### config.mk
export PLATFORM = sky130hd
export DESIGN_NAME = axis_cfg_seq_flat
export DESIGN_NICKNAME = d
export VERILOG_FILES = /design/src/rtl/axis_cfg_pkg.sv /design/src/rtl/axis_cfg_seq_if.sv /design/src/rtl/cmd_fifo.sv /design/src/rtl/axis_cfg_seq.sv /design/src/flat_wrapper.sv
export SDC_FILE = /design/constraint.sdc
export NUM_CORES = 1
export LEC_CHECK = 0
export ABC_AREA = 0
export ABC_CLOCK_PERIOD_IN_PS = 7750
export CAP_MARGIN = 20
export CORE_ASPECT_RATIO = 2
export CORE_MARGIN = 2
export CORE_UTILIZATION = 31
export DETAILED_ROUTE_END_ITERATION = 12
export PLACE_DENSITY = 0.59
export SYNTH_ARGS = -nofsm -noshare
export SYNTH_HDL_FRONTEND = slang
export SYNTH_HIERARCHICAL = 1
export SYNTH_SLANG_ARGS = --single-unit
### constraint.sdc
create_clock -name clk -period 7.75 [get_ports clk]
set_input_delay 0.775 -clock clk [delete_from_list [all_inputs] [get_ports clk]]
set_output_delay 0.775 -clock clk [all_outputs]
set_load 0.05 [all_outputs]
### src/rtl/axis_cfg_pkg.sv
// Shared constants and state encoding for the stream-engine configuration sequencer.
// The axis_read/axis_write benches reuse the cfg address constants.
package axis_cfg_pkg;

  localparam int unsigned CONFIG_ADDR = 23;
  localparam int unsigned CONFIG_DATA = 24;
  localparam int unsigned CMD_FIELDS  = 3;

  typedef enum logic [2:0] {
    StIdle,
    StId,
    StAddr,
    StLen,
    StGap
  } seq_state_e;

  // One queue entry holds {id, addr, len}.
  function automatic int unsigned cmd_width(input int unsigned dwidth);
    return CMD_FIELDS * dwidth;
  endfunction

endpackage

### src/rtl/axis_cfg_seq_if.sv
// Command port and cfg-bus signals of the configuration sequencer.
interface axis_cfg_seq_if #(
  parameter int unsigned AW = 5,
  parameter int unsigned DW = 32
);
  logic [DW-1:0] cmd_id;
  logic [DW-1:0] cmd_addr;
  logic [DW-1:0] cmd_len;
  logic          cmd_valid;
  logic          cmd_ready;
  logic [AW-1:0] cfg_addr;
  logic [DW-1:0] cfg_data;
  logic          cfg_valid;

  modport master (
    output cmd_id, cmd_addr, cmd_len, cmd_valid,
    input  cmd_ready, cfg_addr, cfg_data, cfg_valid
  );

  modport slave (
    input  cmd_id, cmd_addr, cmd_len, cmd_valid,
    output cmd_ready, cfg_addr, cfg_data, cfg_valid
  );
endinterface

### src/rtl/cmd_fifo.sv
// Synchronous FIFO with registered ready (not-full) and empty flags.
module cmd_fifo #(
  parameter int unsigned WIDTH  = 96,
  parameter int unsigned AWIDTH = 2
) (
  input  logic             clk,
  input  logic             rst,
  input  logic             push,
  input  logic [WIDTH-1:0] wdata,
  output logic             ready,
  input  logic             pop,
  output logic [WIDTH-1:0] rdata,
  output logic             empty,
  output logic             empty_next
);
  localparam int unsigned Depth = 2 ** AWIDTH;

  logic [WIDTH-1:0]  mem_q [Depth];
  logic [AWIDTH-1:0] wptr_q, rptr_q;
  logic [AWIDTH:0]   cnt_q, cnt_d;
  logic              ready_q, empty_q, do_push, do_pop;

  assign do_push    = push & ready_q;
  assign do_pop     = pop & ~empty_q;
  assign cnt_d      = cnt_q + (AWIDTH+1)'(do_push) - (AWIDTH+1)'(do_pop);
  assign ready      = ready_q;
  assign empty      = empty_q;
  assign empty_next = (cnt_d == '0);
  assign rdata      = mem_q[rptr_q];

  // ready_q resets low so no command is taken during the reset cycle.
  always_ff @(posedge clk) begin
    if (!rst) begin
      wptr_q  <= '0;
      rptr_q  <= '0;
      cnt_q   <= '0;
      ready_q <= 1'b0;
      empty_q <= 1'b1;
    end else begin
      if (do_push) wptr_q <= wptr_q + AWIDTH'(1);
      if (do_pop)  rptr_q <= rptr_q + AWIDTH'(1);
      cnt_q   <= cnt_d;
      ready_q <= (cnt_d != (AWIDTH+1)'(Depth));
      empty_q <= (cnt_d == '0);
    end
  end

  always_ff @(posedge clk) begin
    if (do_push) mem_q[wptr_q] <= wdata;
  end

endmodule

### src/rtl/axis_cfg_seq.sv
// Serialises queued stream commands into id/addr/len cfg-bus writes with optional idle gaps.
module axis_cfg_seq
  import axis_cfg_pkg::*;
#(
  parameter int unsigned CMD_AWIDTH    = 2,
  parameter int unsigned CONFIG_AWIDTH = 5,
  parameter int unsigned CONFIG_DWIDTH = 32,
  parameter int unsigned CFG_GAP       = 0
) (
  input  logic         clk,
  input  logic         rst,
  axis_cfg_seq_if.slave bus,
  output logic         busy,
  output logic [15:0]  cmd_done,
  output logic [15:0]  cmd_drop
);
  localparam int unsigned DW      = CONFIG_DWIDTH;
  localparam int unsigned EntryW  = cmd_width(DW);
  localparam logic [3:0]  GapInit = (CFG_GAP > 0) ? 4'(CFG_GAP - 1) : 4'd0;

  seq_state_e        state_q, state_d, after_q, after_d, nxt;
  logic [3:0]        gap_q, gap_d;
  logic [EntryW-1:0] cur_q, cur_d, fifo_rdata;
  logic [15:0]       done_q, done_d, drop_q, drop_d;
  logic              busy_q, pop, take, finish, fifo_empty, fifo_empty_next;

  cmd_fifo #(
    .WIDTH (EntryW),
    .AWIDTH(CMD_AWIDTH)
  ) u_cmd_fifo (
    .clk       (clk),
    .rst       (rst),
    .push      (bus.cmd_valid),
    .wdata     ({bus.cmd_id, bus.cmd_addr, bus.cmd_len}),
    .ready     (bus.cmd_ready),
    .pop       (pop),
    .rdata     (fifo_rdata),
    .empty     (fifo_empty),
    .empty_next(fifo_empty_next)
  );

  always_comb begin
    state_d = state_q;
    after_d = after_q;
    gap_d   = gap_q;
    cur_d   = cur_q;
    done_d  = done_q;
    drop_d  = drop_q;
    nxt     = StIdle;
    pop     = 1'b0;
    take    = 1'b0;
    finish  = 1'b0;
    unique case (state_q)
      StIdle: take = ~fifo_empty;
      StId, StAddr, StLen: begin
        // nxt == StIdle marks the end of the write set.
        nxt = (state_q == StId) ? StAddr : (state_q == StAddr) ? StLen : StIdle;
        if (CFG_GAP != 0) begin
          state_d = StGap;
          after_d = nxt;
          gap_d   = GapInit;
        end else if (nxt != StIdle) begin
          state_d = nxt;
        end else begin
          finish = 1'b1;
        end
      end
      StGap: begin
        if (gap_q != 4'd0)          gap_d   = gap_q - 4'd1;
        else if (after_q != StIdle) state_d = after_q;
        else                        finish  = 1'b1;
      end
      default: state_d = StIdle;
    endcase
    if (finish) begin
      done_d  = done_q + 16'd1;
      state_d = StIdle;
      take    = ~fifo_empty;
    end
    if (take) begin
      pop = 1'b1;
      if (fifo_rdata[DW-1:0] == '0) begin
        drop_d = drop_q + 16'd1;
      end else begin
        cur_d   = fifo_rdata;
        state_d = StId;
      end
    end
  end

  always_ff @(posedge clk) begin
    if (!rst) begin
      state_q <= StIdle;
      after_q <= StIdle;
      gap_q   <= '0;
      cur_q   <= '0;
      done_q  <= '0;
      drop_q  <= '0;
      busy_q  <= 1'b0;
    end else begin
      state_q <= state_d;
      after_q <= after_d;
      gap_q   <= gap_d;
      cur_q   <= cur_d;
      done_q  <= done_d;
      drop_q  <= drop_d;
      busy_q  <= (state_d != StIdle) | ~fifo_empty_next;
    end
  end

  always_comb begin
    bus.cfg_valid = 1'b0;
    bus.cfg_addr  = '0;
    bus.cfg_data  = '0;
    if (state_q == StId) begin
      bus.cfg_valid = 1'b1;
      bus.cfg_addr  = CONFIG_AWIDTH'(CONFIG_ADDR);
      bus.cfg_data  = cur_q[3*DW-1:2*DW];
    end else if (state_q == StAddr) begin
      bus.cfg_valid = 1'b1;
      bus.cfg_addr  = CONFIG_AWIDTH'(CONFIG_DATA);
      bus.cfg_data  = cur_q[2*DW-1:DW];
    end else if (state_q == StLen) begin
      bus.cfg_valid = 1'b1;
      bus.cfg_addr  = CONFIG_AWIDTH'(CONFIG_DATA);
      bus.cfg_data  = cur_q[DW-1:0];
    end
  end

  assign busy     = busy_q;
  assign cmd_done = done_q;
  assign cmd_drop = drop_q;

endmodule

### src/flat_wrapper.sv
// flat-port wrapper written by rule: the top's interface ports become plain ports
module axis_cfg_seq_flat import axis_cfg_pkg::*;
#(
  parameter int unsigned CMD_AWIDTH    = 2,
  parameter int unsigned CONFIG_AWIDTH = 5,
  parameter int unsigned CONFIG_DWIDTH = 32,
  parameter int unsigned CFG_GAP       = 0
)
  (clk, rst, busy, cmd_done, cmd_drop, bus_cmd_id, bus_cmd_addr, bus_cmd_len, bus_cmd_valid, bus_cmd_ready, bus_cfg_addr, bus_cfg_data, bus_cfg_valid);
  axis_cfg_seq_if #(.AW(5), .DW(32)) bus_i ();
  input  logic clk;
  input  logic rst;
  output logic busy;
  output logic [15:0] cmd_done;
  output logic [15:0] cmd_drop;
  input wire logic [$bits(bus_i.cmd_id)-1:0] bus_cmd_id;
  input wire logic [$bits(bus_i.cmd_addr)-1:0] bus_cmd_addr;
  input wire logic [$bits(bus_i.cmd_len)-1:0] bus_cmd_len;
  input wire logic [$bits(bus_i.cmd_valid)-1:0] bus_cmd_valid;
  output wire logic [$bits(bus_i.cmd_ready)-1:0] bus_cmd_ready;
  output wire logic [$bits(bus_i.cfg_addr)-1:0] bus_cfg_addr;
  output wire logic [$bits(bus_i.cfg_data)-1:0] bus_cfg_data;
  output wire logic [$bits(bus_i.cfg_valid)-1:0] bus_cfg_valid;
  assign bus_i.cmd_id = bus_cmd_id;
  assign bus_i.cmd_addr = bus_cmd_addr;
  assign bus_i.cmd_len = bus_cmd_len;
  assign bus_i.cmd_valid = bus_cmd_valid;
  assign bus_cmd_ready = bus_i.cmd_ready;
  assign bus_cfg_addr = bus_i.cfg_addr;
  assign bus_cfg_data = bus_i.cfg_data;
  assign bus_cfg_valid = bus_i.cfg_valid;
  axis_cfg_seq #(.CMD_AWIDTH(CMD_AWIDTH), .CONFIG_AWIDTH(CONFIG_AWIDTH), .CONFIG_DWIDTH(CONFIG_DWIDTH), .CFG_GAP(CFG_GAP)) u_core (.clk(clk), .rst(rst), .bus(bus_i), .busy(busy), .cmd_done(cmd_done), .cmd_drop(cmd_drop));
endmodule
==> flow_summary.toml, run 1 <==
[outcome]
status = "finished clean"

[detailed_routing]
via_per_inst = 4.76
drt-total-wl_um = 46400
drtIter0Drc = 642
routedWlPerCell_um = 19.4
antenna_left = 0
drc = 0
firstDrtPassIters = 5
vias = 11400

[final_layout]
area_growth_pct = 21.1
final_common_cell = "edfxtp_1"
fillers = 6120
drive_above_1_share_pct = 16.1
regArea_um2 = 14500
final_cell_mix = "edfxtp_1 (384), nand2_1 (209), clkdlybuf4s50_1 (170)"
layout.nets = 1579
multi_input_area_um2 = 5500
postLayoutCoreUtil_pct = 37.8

[floorplanning]
die_y_um = 367
dieWidth_um = 185
dieArea_um2 = 68000
ios = 171
start_util_pct = 31.2
rows = 133
coreArea_um2 = 65400

[clock_tree]
cts.path.max_buffers = 3
ctsResizeCount = 0
cts.sinks = 531
path_clk_slew_ps = 60
clkLatencyLatePin_ps = 580
htree_levels = 2
post_cts_buffers = 0
cts-hold-fix-buffers = 0
cts_tree = "yes"
cts_inserted_buffers = 52
root_buffer = "clkbuf_16"

[global_routing]
grt_max_degree = 88
grt_pass1_wl_um = 69200
groute.usage.overall_pct = 13.5
antenna_found_initial = 11
grt_pass1_vias = 11400
overflow = 0

[hold_path]
hold_path_end = "u_core/cur_q[44]"
hold_class = "flop to flop"
min_from = "u_core/cur_q[44]"
whs_path_depth = 2

[logic_synthesis]
ys_seq_area_share_pct = 71.0
synth_cell_types = 54
synth-edff-count = 384
synth_seq_cells = 531
syn_inst = 1311
ys.flop_type = "edfxtp_1"
synth_area_um2 = 20400
synth_nets = 1421
synth-warning-count = 6
async_flop_share_pct = 0
syn_area_per_cell_um2 = 15.6

[timing]
tightest_slew_ps = 1080
setup_viol = 0
setup_tns_ps = 0
fmax_mhz = 218
fin_skew_ps = 29.7
rsz0062_at_grt = "no"
finalHoldViolations = 0
post-route-period-util_pct = 59.2
period_minus_slack_ps = 4590
relSlewSlack_pct = 28.0
holdWs_ps = 450
slew_viol_final = 0

[flow_run]
maxCapViolCount = 0

[critical_path]
reg2reg_slack_ps = 3160
required_ps = 8250
worstSetupStartpointType = "flop"
critPathKind = "flop to flop"
cp.arrival_ps = 5080
reg2reg_to = "u_core/cur_q[87]"
crit_path_end_kind = "flop"
timing.reg2reg.worst_path_depth = 8
worstPathMaxFanout = 75

[placed_design]
gp_congestion = 0.759
dpl.hpwl_um = 29300
io_buffers = 170

[power_and_ir_drop]
p_total_w = 0.00855
seq_power_share_pct = 43.9
peakVddDrop_uv = 202
pwr-share-clk_pct = 29.4
power.density_nw_per_um2 = 346
leakagePower_nw = 7.85
comb_power_share_pct = 26.8
intPower_w = 0.00587
power.switching_w = 0.00267
swShare_pct = 31.3
## final cells by class
class / count / share of cell area (%)
flip-flops and latches: 531 / 58.7
multi-input cells: 686 / 22.3
repair buffers: 184 / 7.37
clock buffers: 77 / 6.23
well taps: 877 / 4.44
clock inverters: 21 / 0.780
inverters: 14 / 0.223
diodes: 4 / 0.0405
## synth_stat cells, types with 10 or more instances
| cell | count | area, um2 |
|---|---|---|
| edfxtp_1 | 384 | 11500 |
| nand2_1 | 209 | 785 |
| dfxtp_1 | 147 | 2940 |
| a21oi_1 | 113 | 566 |
| mux4_2 | 96 | 2160 |
| nor2_1 | 59 | 221 |
| clkbuf_1 | 47 | 176 |
| a22oi_1 | 33 | 248 |
| mux2_2 | 32 | 360 |
| buf_2 | 17 | 85.1 |
| inv_1 | 13 | 48.8 |
| xnor2_1 | 13 | 114 |
| nand3_1 | 11 | 55.1 |
| ha_1 | 10 | 125 |
| nand4_1 | 10 | 62.6 |
| nor3_1 | 10 | 50.1 |
## worst max-delay path by stage
stage / from / end / slack, ps
after floorplan: bus_cmd_valid / u_core/u_cmd_fifo/mem_q[0][0] / 4230
after global placement: flop / u_core/cur_q[13] / 3190
after detailed placement: flop / u_core/cur_q[55] / 3110
after CTS: flop / u_core/cur_q[94] / 3100
after global routing: flop / u_core/cur_q[87] / 2700
final: flop / u_core/cur_q[87] / 3160
## cells by family after synthesis
family                   synth area share [%]
flip-flops                               71.0
AND/OR/NAND/NOR                          7.84
AO/OA/AOI/OAI                            4.68
multiplexers                             12.5
buffers and inverters                    2.28
XOR/XNOR                                 1.05
adder cells (fa/ha/maj)                 0.712
## flip-flops by register name, summed over array words and instances, names as in the netlist, named ones only
name	count
u_core/u_cmd_fifo/mem_q	384
u_core/cur_q	96
u_core/cmd_done	16
u_core/cmd_drop	16
u_core/gap_q	4
u_core/state_q	3
u_core/u_cmd_fifo/cnt_q	3
u_core/u_cmd_fifo/rptr_q	2
u_core/u_cmd_fifo/wptr_q	2
u_core/busy	1
u_core/u_cmd_fifo/empty	1
u_core/u_cmd_fifo/ready	1
## worst max-delay path: stages, from the launching register on
cell,delay [ps]
dfxtp_4,720
buf_12,460
mux4_2,660
nor4_2,330
nand4_1,380
o21ai_4,670
buf_4,730
nand2_1,120
a21oi_1,180
## power groups by stage
| stage | registers (W) | logic, W | clock network (W) |
|---|---|---|---|
| 5_1_grt | 0.00380 | 0.00250 | 0.00268 |
| 6_report | 0.00375 | 0.00229 | 0.00251 |
| 2_1_floorplan | 0.00369 | 0.00176 | 0 |
| 3_5_place_dp | 0.00382 | 0.00233 | 0 |
| 4_1_cts | 0.00376 | 0.00234 | 0.00258 |
| 3_3_place_gp | 0.00381 | 0.00232 | 0 |
## stage by stage
| step | cell area [um2] | setup slack (ps) | std cells |
|---|---|---|---|
| CTS | 24700 | 3100 | 2390 |
| finish | 24700 | 3160 | 2394 |
| global route | 24700 | 2700 | 2390 |
| detailed placement | 22900 | 3110 | 2292 |
| floorplan | 20400 | 4230 | 1311 |
| global placement | 22900 | 3190 | 2292 |
## metal layers
metal	wire length [um]	GRT usage, %	vias to the layer above
li1	-	-	5283
met1	19200	17.1	5683
met3	3170	3.44	71
met4	819	3.27	16
met5	98	0	-
met2	23100	22.9	333
Note: power is estimated with default switching activity, not from simulation.
==> run 2: changes to the inputs <==
--- a/config.mk
+++ b/config.mk
@@ -6,13 +6,13 @@
 export NUM_CORES = 1
 export LEC_CHECK = 0
 export ABC_AREA = 0
-export ABC_CLOCK_PERIOD_IN_PS = 7750
+export ABC_CLOCK_PERIOD_IN_PS = 3990
 export CAP_MARGIN = 20
 export CORE_ASPECT_RATIO = 2
 export CORE_MARGIN = 2
 export CORE_UTILIZATION = 31
 export DETAILED_ROUTE_END_ITERATION = 12
-export PLACE_DENSITY = 0.59
+export PLACE_DENSITY = 0.61
 export SYNTH_ARGS = -nofsm -noshare
 export SYNTH_HDL_FRONTEND = slang
 export SYNTH_HIERARCHICAL = 1
==> constraint.sdc (replaced) <==
create_clock -name clk -period 3.99 [get_ports clk]
set_input_delay 0.399 -clock clk [delete_from_list [all_inputs] [get_ports clk]]
set_output_delay 0.399 -clock clk [all_outputs]
set_load 0.05 [all_outputs]
==> run 2 against run 1 <==
Compared with the run above: core utilization increased by 0.27 points; non-clock buffer count grew 15; worst setup slack worse by 3000 ps; critical path depth is 2 lower; total power grew 97%; first-iteration DRC count up 21%; cell count grew 0.46%; via count increased by 0.97%; critical path type is now flop to output pin; largest power group unchanged.
==> flow_summary.toml, run 2 (synthesis results as in run 1) <==
[outcome]
status = "finished clean"

[global_routing]
groute.usage.overall_pct = 13.6
grt_max_degree = 97
antenna_found_initial = 10
overflow = 0
grt_use_met3_pct = 3.39
use_met1_pct = 17.5
grt_pass1_wl_um = 69800
grt_pass1_vias = 11500
busiest_layer = "met2"
met2_usage_pct = 23.0

[floorplanning]
start_util_pct = 31.2
die_y_um = 367
coreArea_um2 = 65400
dieArea_um2 = 68000
dieWidth_um = 185
rows = 133
ios = 171

[final_layout]
largest_reg_flops = 384
area_growth_pct = 21.9
layout.nets = 1594
regMostFlops = "u_core/u_cmd_fifo/mem_q"
fillers = 6100
reg_top3 = "u_core/u_cmd_fifo/mem_q (384), u_core/cur_q (96)"
final_common_cell = "edfxtp_1"
final_cell_mix = "edfxtp_1 (384), nand2_1 (209), clkdlybuf4s50_1 (170)"
drive_above_1_share_pct = 16.3

[clock_tree]
htree_levels = 2
path_clk_slew_ps = 60
clkLatencyLatePin_ps = 580
ctsResizeCount = 0
post_cts_buffers = 0
root_buffer = "clkbuf_16"
cts.sinks = 531
cts-hold-fix-buffers = 0
cts.path.max_buffers = 3
cts_tree = "yes"
cts_inserted_buffers = 52

[timing]
finalHoldViolations = 0
fmax_mhz = 258
setup_ws_ps = 117
relSlewSlack_pct = 43.8
fin_skew_ps = 28.6
period_minus_slack_ps = 3870
post-route-period-util_pct = 97.1
rsz0062_at_grt = "no"
setup_tns_ps = 0
tightest_slew_ps = 841
setup_viol = 0
slew_viol_final = 0

[hold_path]
min_from = "u_core/cur_q[5]"
hold_class = "flop to flop"

[critical_path]
crit_buf_inv = 3
cp_common_cell = "buf_4"
worstSetupStartpoint = "u_core/state_q[0]"
cp_top_family = "buffers and inverters"
cp.arrival_ps = 3470
slowest_delay_ps = 880
cp_slowest_cell = "clkdlybuf4s50_1"
critPathKind = "flop to output pin"
worstSetupStartpointType = "flop"
crit_chain = "buf_4 -> nor2b_2 -> buf_4 -> a22oi_1 -> nor2_1 -> clkdlybuf4s50_1"
required_ps = 3590
worstPathMaxFanout = 24
crit_path_end_kind = "output pin"

[power_and_ir_drop]
comb_power_share_pct = 28.4
peakVddDrop_uv = 493
power.switching_w = 0.00526
swShare_pct = 31.2
intPower_w = 0.0116
power.density_nw_per_um2 = 678
seq_power_share_pct = 42.6
leakagePower_nw = 7.93
pwr-share-clk_pct = 29.0

[detailed_routing]
drt-total-wl_um = 46700
drtIter0Drc = 775
drc = 0
antenna_left = 0
via_per_inst = 4.78
routedWlPerCell_um = 19.4
firstDrtPassIters = 5
vias = 11500

[placed_design]
gp_congestion = 0.770
pre_cts_ws_ps = 659
io_buffers = 170
dpl.hpwl_um = 30500

[flow_run]
maxCapViolCount = 0
-- run 2: cell type report --
type / count / area [um2] / area share (%)
tap: 877 / 1100 / 4.41
sequential: 531 / 14500 / 58.2
antenna: 2 / 5.00 / 0.0201
clock inverter: 21 / 292 / 1.17
timing repair buffer: 199 / 2030 / 8.17
inverter: 14 / 55.1 / 0.221
multi-input combinational: 686 / 5500 / 22.1
clock buffer: 75 / 1410 / 5.66
-- run 2: worst reg2reg max path, cell delays in order, from the launching register on --
cell     delay (ps)
dfxtp_4         400
buf_12          210
mux4_2          580
nor4_2          430
nand4_1         350
or4_4           700
or4_1           430
a21oi_1         150
-- run 2: worst paths after layout --
check	end	slack, ps	depth (start not counted)
min	u_core/cur_q[5]	450	2
max	bus_cfg_data[12]	120	6
min reg2reg	u_core/cur_q[5]	450	2
max reg2reg	u_core/cmd_drop[13]	670	7
-- run 2: through the flow --
stage | cells | instance area, um2 | util [%] | hold WS, ps | total power, W
floorplan | 1311 | 20400 | - | 433 | 0.0106
global placement | 2307 | 23200 | 35.4 | 441 | 0.0121
detailed placement | 2307 | 23200 | 35.4 | 443 | 0.0122
CTS | 2403 | 24900 | 38.0 | 426 | 0.0171
global route | 2403 | 24900 | 38.0 | 449 | 0.0176
finish | 2405 | 24900 | 38.0 | 450 | 0.0169
-- run 2: routing by layer --
layer | vias up | part of all wire [%]
li1 | 5310 | -
met1 | 5760 | 42
met2 | 334 | 50
met3 | 74 | 6.9
met4 | 18 | 1.6
met5 | - | 0.25
-- run 2: power groups by stage --
stage | logic, W | clock network [W] | registers, W
5_1_grt | 0.00518 | 0.00520 | 0.00727
6_report | 0.00479 | 0.00488 | 0.00719
3_3_place_gp | 0.00485 | 0 | 0.00730
3_5_place_dp | 0.00488 | 0 | 0.00731
4_1_cts | 0.00490 | 0.00501 | 0.00720
2_1_floorplan | 0.00342 | 0 | 0.00716
==> run 3: changes to the inputs <==
--- a/config.mk
+++ b/config.mk
@@ -13,6 +13,7 @@
 export CORE_UTILIZATION = 31
 export DETAILED_ROUTE_END_ITERATION = 12
 export PLACE_DENSITY = 0.61
+export SETUP_SLACK_MARGIN = 0.05
 export SYNTH_ARGS = -nofsm -noshare
 export SYNTH_HDL_FRONTEND = slang
 export SYNTH_HIERARCHICAL = 1
==> run 3 against run 2 <==
Compared with the run above: die area did not move; cell count did not move; clock skew barely moved; highest routed layer unchanged; worst setup slack improved by 69 ps; critical path depth did not move; worst hold slack barely moved; maximum frequency rose by 1.8%; first-iteration DRC count did not move; total power barely moved; via count fell by 0.16%.
==> flow_summary.toml, run 3 (synthesis results as in run 1) <==
[critical_path]
worstSetupStartpointType = "flop"
cp_top_family = "buffers and inverters"
slowest_delay_ps = 880
critPathKind = "flop to output pin"
cp_common_cell = "buf_4"
crit_path_end_kind = "output pin"
cp_slowest_cell = "clkdlybuf4s50_1"
worstPathMaxFanout = 24
crit_chain = "buf_4 -> nor2b_2 -> buf_4 -> a22oi_1 -> nor2_1 -> clkdlybuf4s50_1"
crit_buf_inv = 3
required_ps = 3590
cp.arrival_ps = 3410

[detailed_routing]
firstDrtPassIters = 6
routedWlPerCell_um = 19.4
vias = 11500
drtIter0Drc = 775
drt-total-wl_um = 46800
drc = 0
antenna_left = 0
via_per_inst = 4.77

[final_layout]
layout.nets = 1594
drive_above_1_share_pct = 16.3
fin_area_um2 = 24900
reg_top3 = "u_core/u_cmd_fifo/mem_q (384), u_core/cur_q (96)"
regArea_um2 = 14500
multi_input_area_um2 = 5500
final_common_cell = "edfxtp_1"
fillers = 6101
area_growth_pct = 22.0
regMostFlops = "u_core/u_cmd_fifo/mem_q"
final_cell_mix = "edfxtp_1 (384), nand2_1 (209), clkdlybuf4s50_1 (168)"
largest_reg_flops = 384

[floorplanning]
rows = 133
dieArea_um2 = 68000
start_util_pct = 31.2
dieWidth_um = 185
die_y_um = 367
coreArea_um2 = 65400
ios = 171

[clock_tree]
cts.sinks = 531
htree_levels = 2
cts-hold-fix-buffers = 0
cts.path.max_buffers = 3
root_buffer = "clkbuf_16"
ctsResizeCount = 0
cts_tree = "yes"
post_cts_buffers = 0
clkLatencyLatePin_ps = 580
cts_inserted_buffers = 52
path_clk_slew_ps = 60

[global_routing]
groute.usage.overall_pct = 13.6
grt_max_degree = 97
antenna_found_initial = 10
overflow = 0
grt_pass1_vias = 11500
grt_pass1_wl_um = 69800

[flow_run]
maxCapViolCount = 0

[power_and_ir_drop]
power.density_nw_per_um2 = 678
p_total_w = 0.0169
peakVddDrop_uv = 493
intPower_w = 0.0116
comb_power_share_pct = 28.4
swShare_pct = 31.2
power.switching_w = 0.00527
leakagePower_nw = 7.96
pwr-share-clk_pct = 29.0
seq_power_share_pct = 42.6

[timing]
holdWs_ps = 450
post-route-period-util_pct = 95.4
rsz0062_at_grt = "no"
finalHoldViolations = 0
period_minus_slack_ps = 3800
slew_viol_final = 0
fmax_mhz = 263
fin_skew_ps = 28.6
tightest_slew_ps = 842
setup_tns_ps = 0
relSlewSlack_pct = 43.8
setup_viol = 0

[hold_path]
hold_class = "flop to flop"

[outcome]
status = "finished clean"

[placed_design]
io_buffers = 170
gp_congestion = 0.770
dpl.hpwl_um = 30500
place_area_um2 = 23200
[run 3: changes by cell type in the layout (fill, tap and decap cells not counted)]
cell / previous run / this run
clkdlybuf4s50_1: 170 / 168
dlymetal6s2s_1: 0 / 2
[run 3: power groups by stage]
stage	logic, W	registers [W]	clock network [W]
after detailed placement	0.00488	0.00731	0
final	0.00479	0.00719	0.00489
after floorplan	0.00342	0.00716	0
after CTS	0.00490	0.00720	0.00501
after global routing	0.00518	0.00727	0.00520
after global placement	0.00485	0.00730	0
[run 3: final timing paths]
path                                         from                  end  slack, ps  cells past startpoint
worst max-delay path            u_core/state_q[0]     bus_cfg_data[13]        190                      6
worst min-delay path              u_core/cur_q[5]      u_core/cur_q[5]        450                      2
worst min register to register    u_core/cur_q[5]      u_core/cur_q[5]        450                      2
worst max register to register               flop  u_core/cmd_drop[13]        670                      7
[run 3: tightest hold or removal path: cells and delay by family (launching register included)]
kind,cells,cell delay [ps]
compound gates,1,50
flops,1,300
simple gates,1,50
[run 3: metrics by stage]
stage / worst slack [ps] / utilization, % / cells
6_report: 185 / 38.0 / 2405
5_1_grt: 51.4 / 38.0 / 2403
4_1_cts: 138 / 38.0 / 2403
3_5_place_dp: 659 / 35.4 / 2307
3_3_place_gp: 640 / 35.4 / 2307
2_1_floorplan: 475 / - / 1311
[run 3: final cells by class]
class / instances / share of cell area [%]
Sequential cell: 531 / 58.2
Timing Repair Buffer: 199 / 8.19
Clock buffer: 75 / 5.66
Tap cell: 877 / 4.41
Multi-Input combinational cell: 686 / 22.1
Clock inverter: 21 / 1.17
Antenna cell: 2 / 0.0201
Inverter: 14 / 0.221
[run 3: per-layer routing]
layer	vias to the layer above	part of all wire [%]	GRT usage, %
met5	-	0.25	0
met1	5741	42	17.5
met2	338	50	23.0
li1	5307	-	-
met3	74	6.8	3.39
met4	18	1.6	2.92
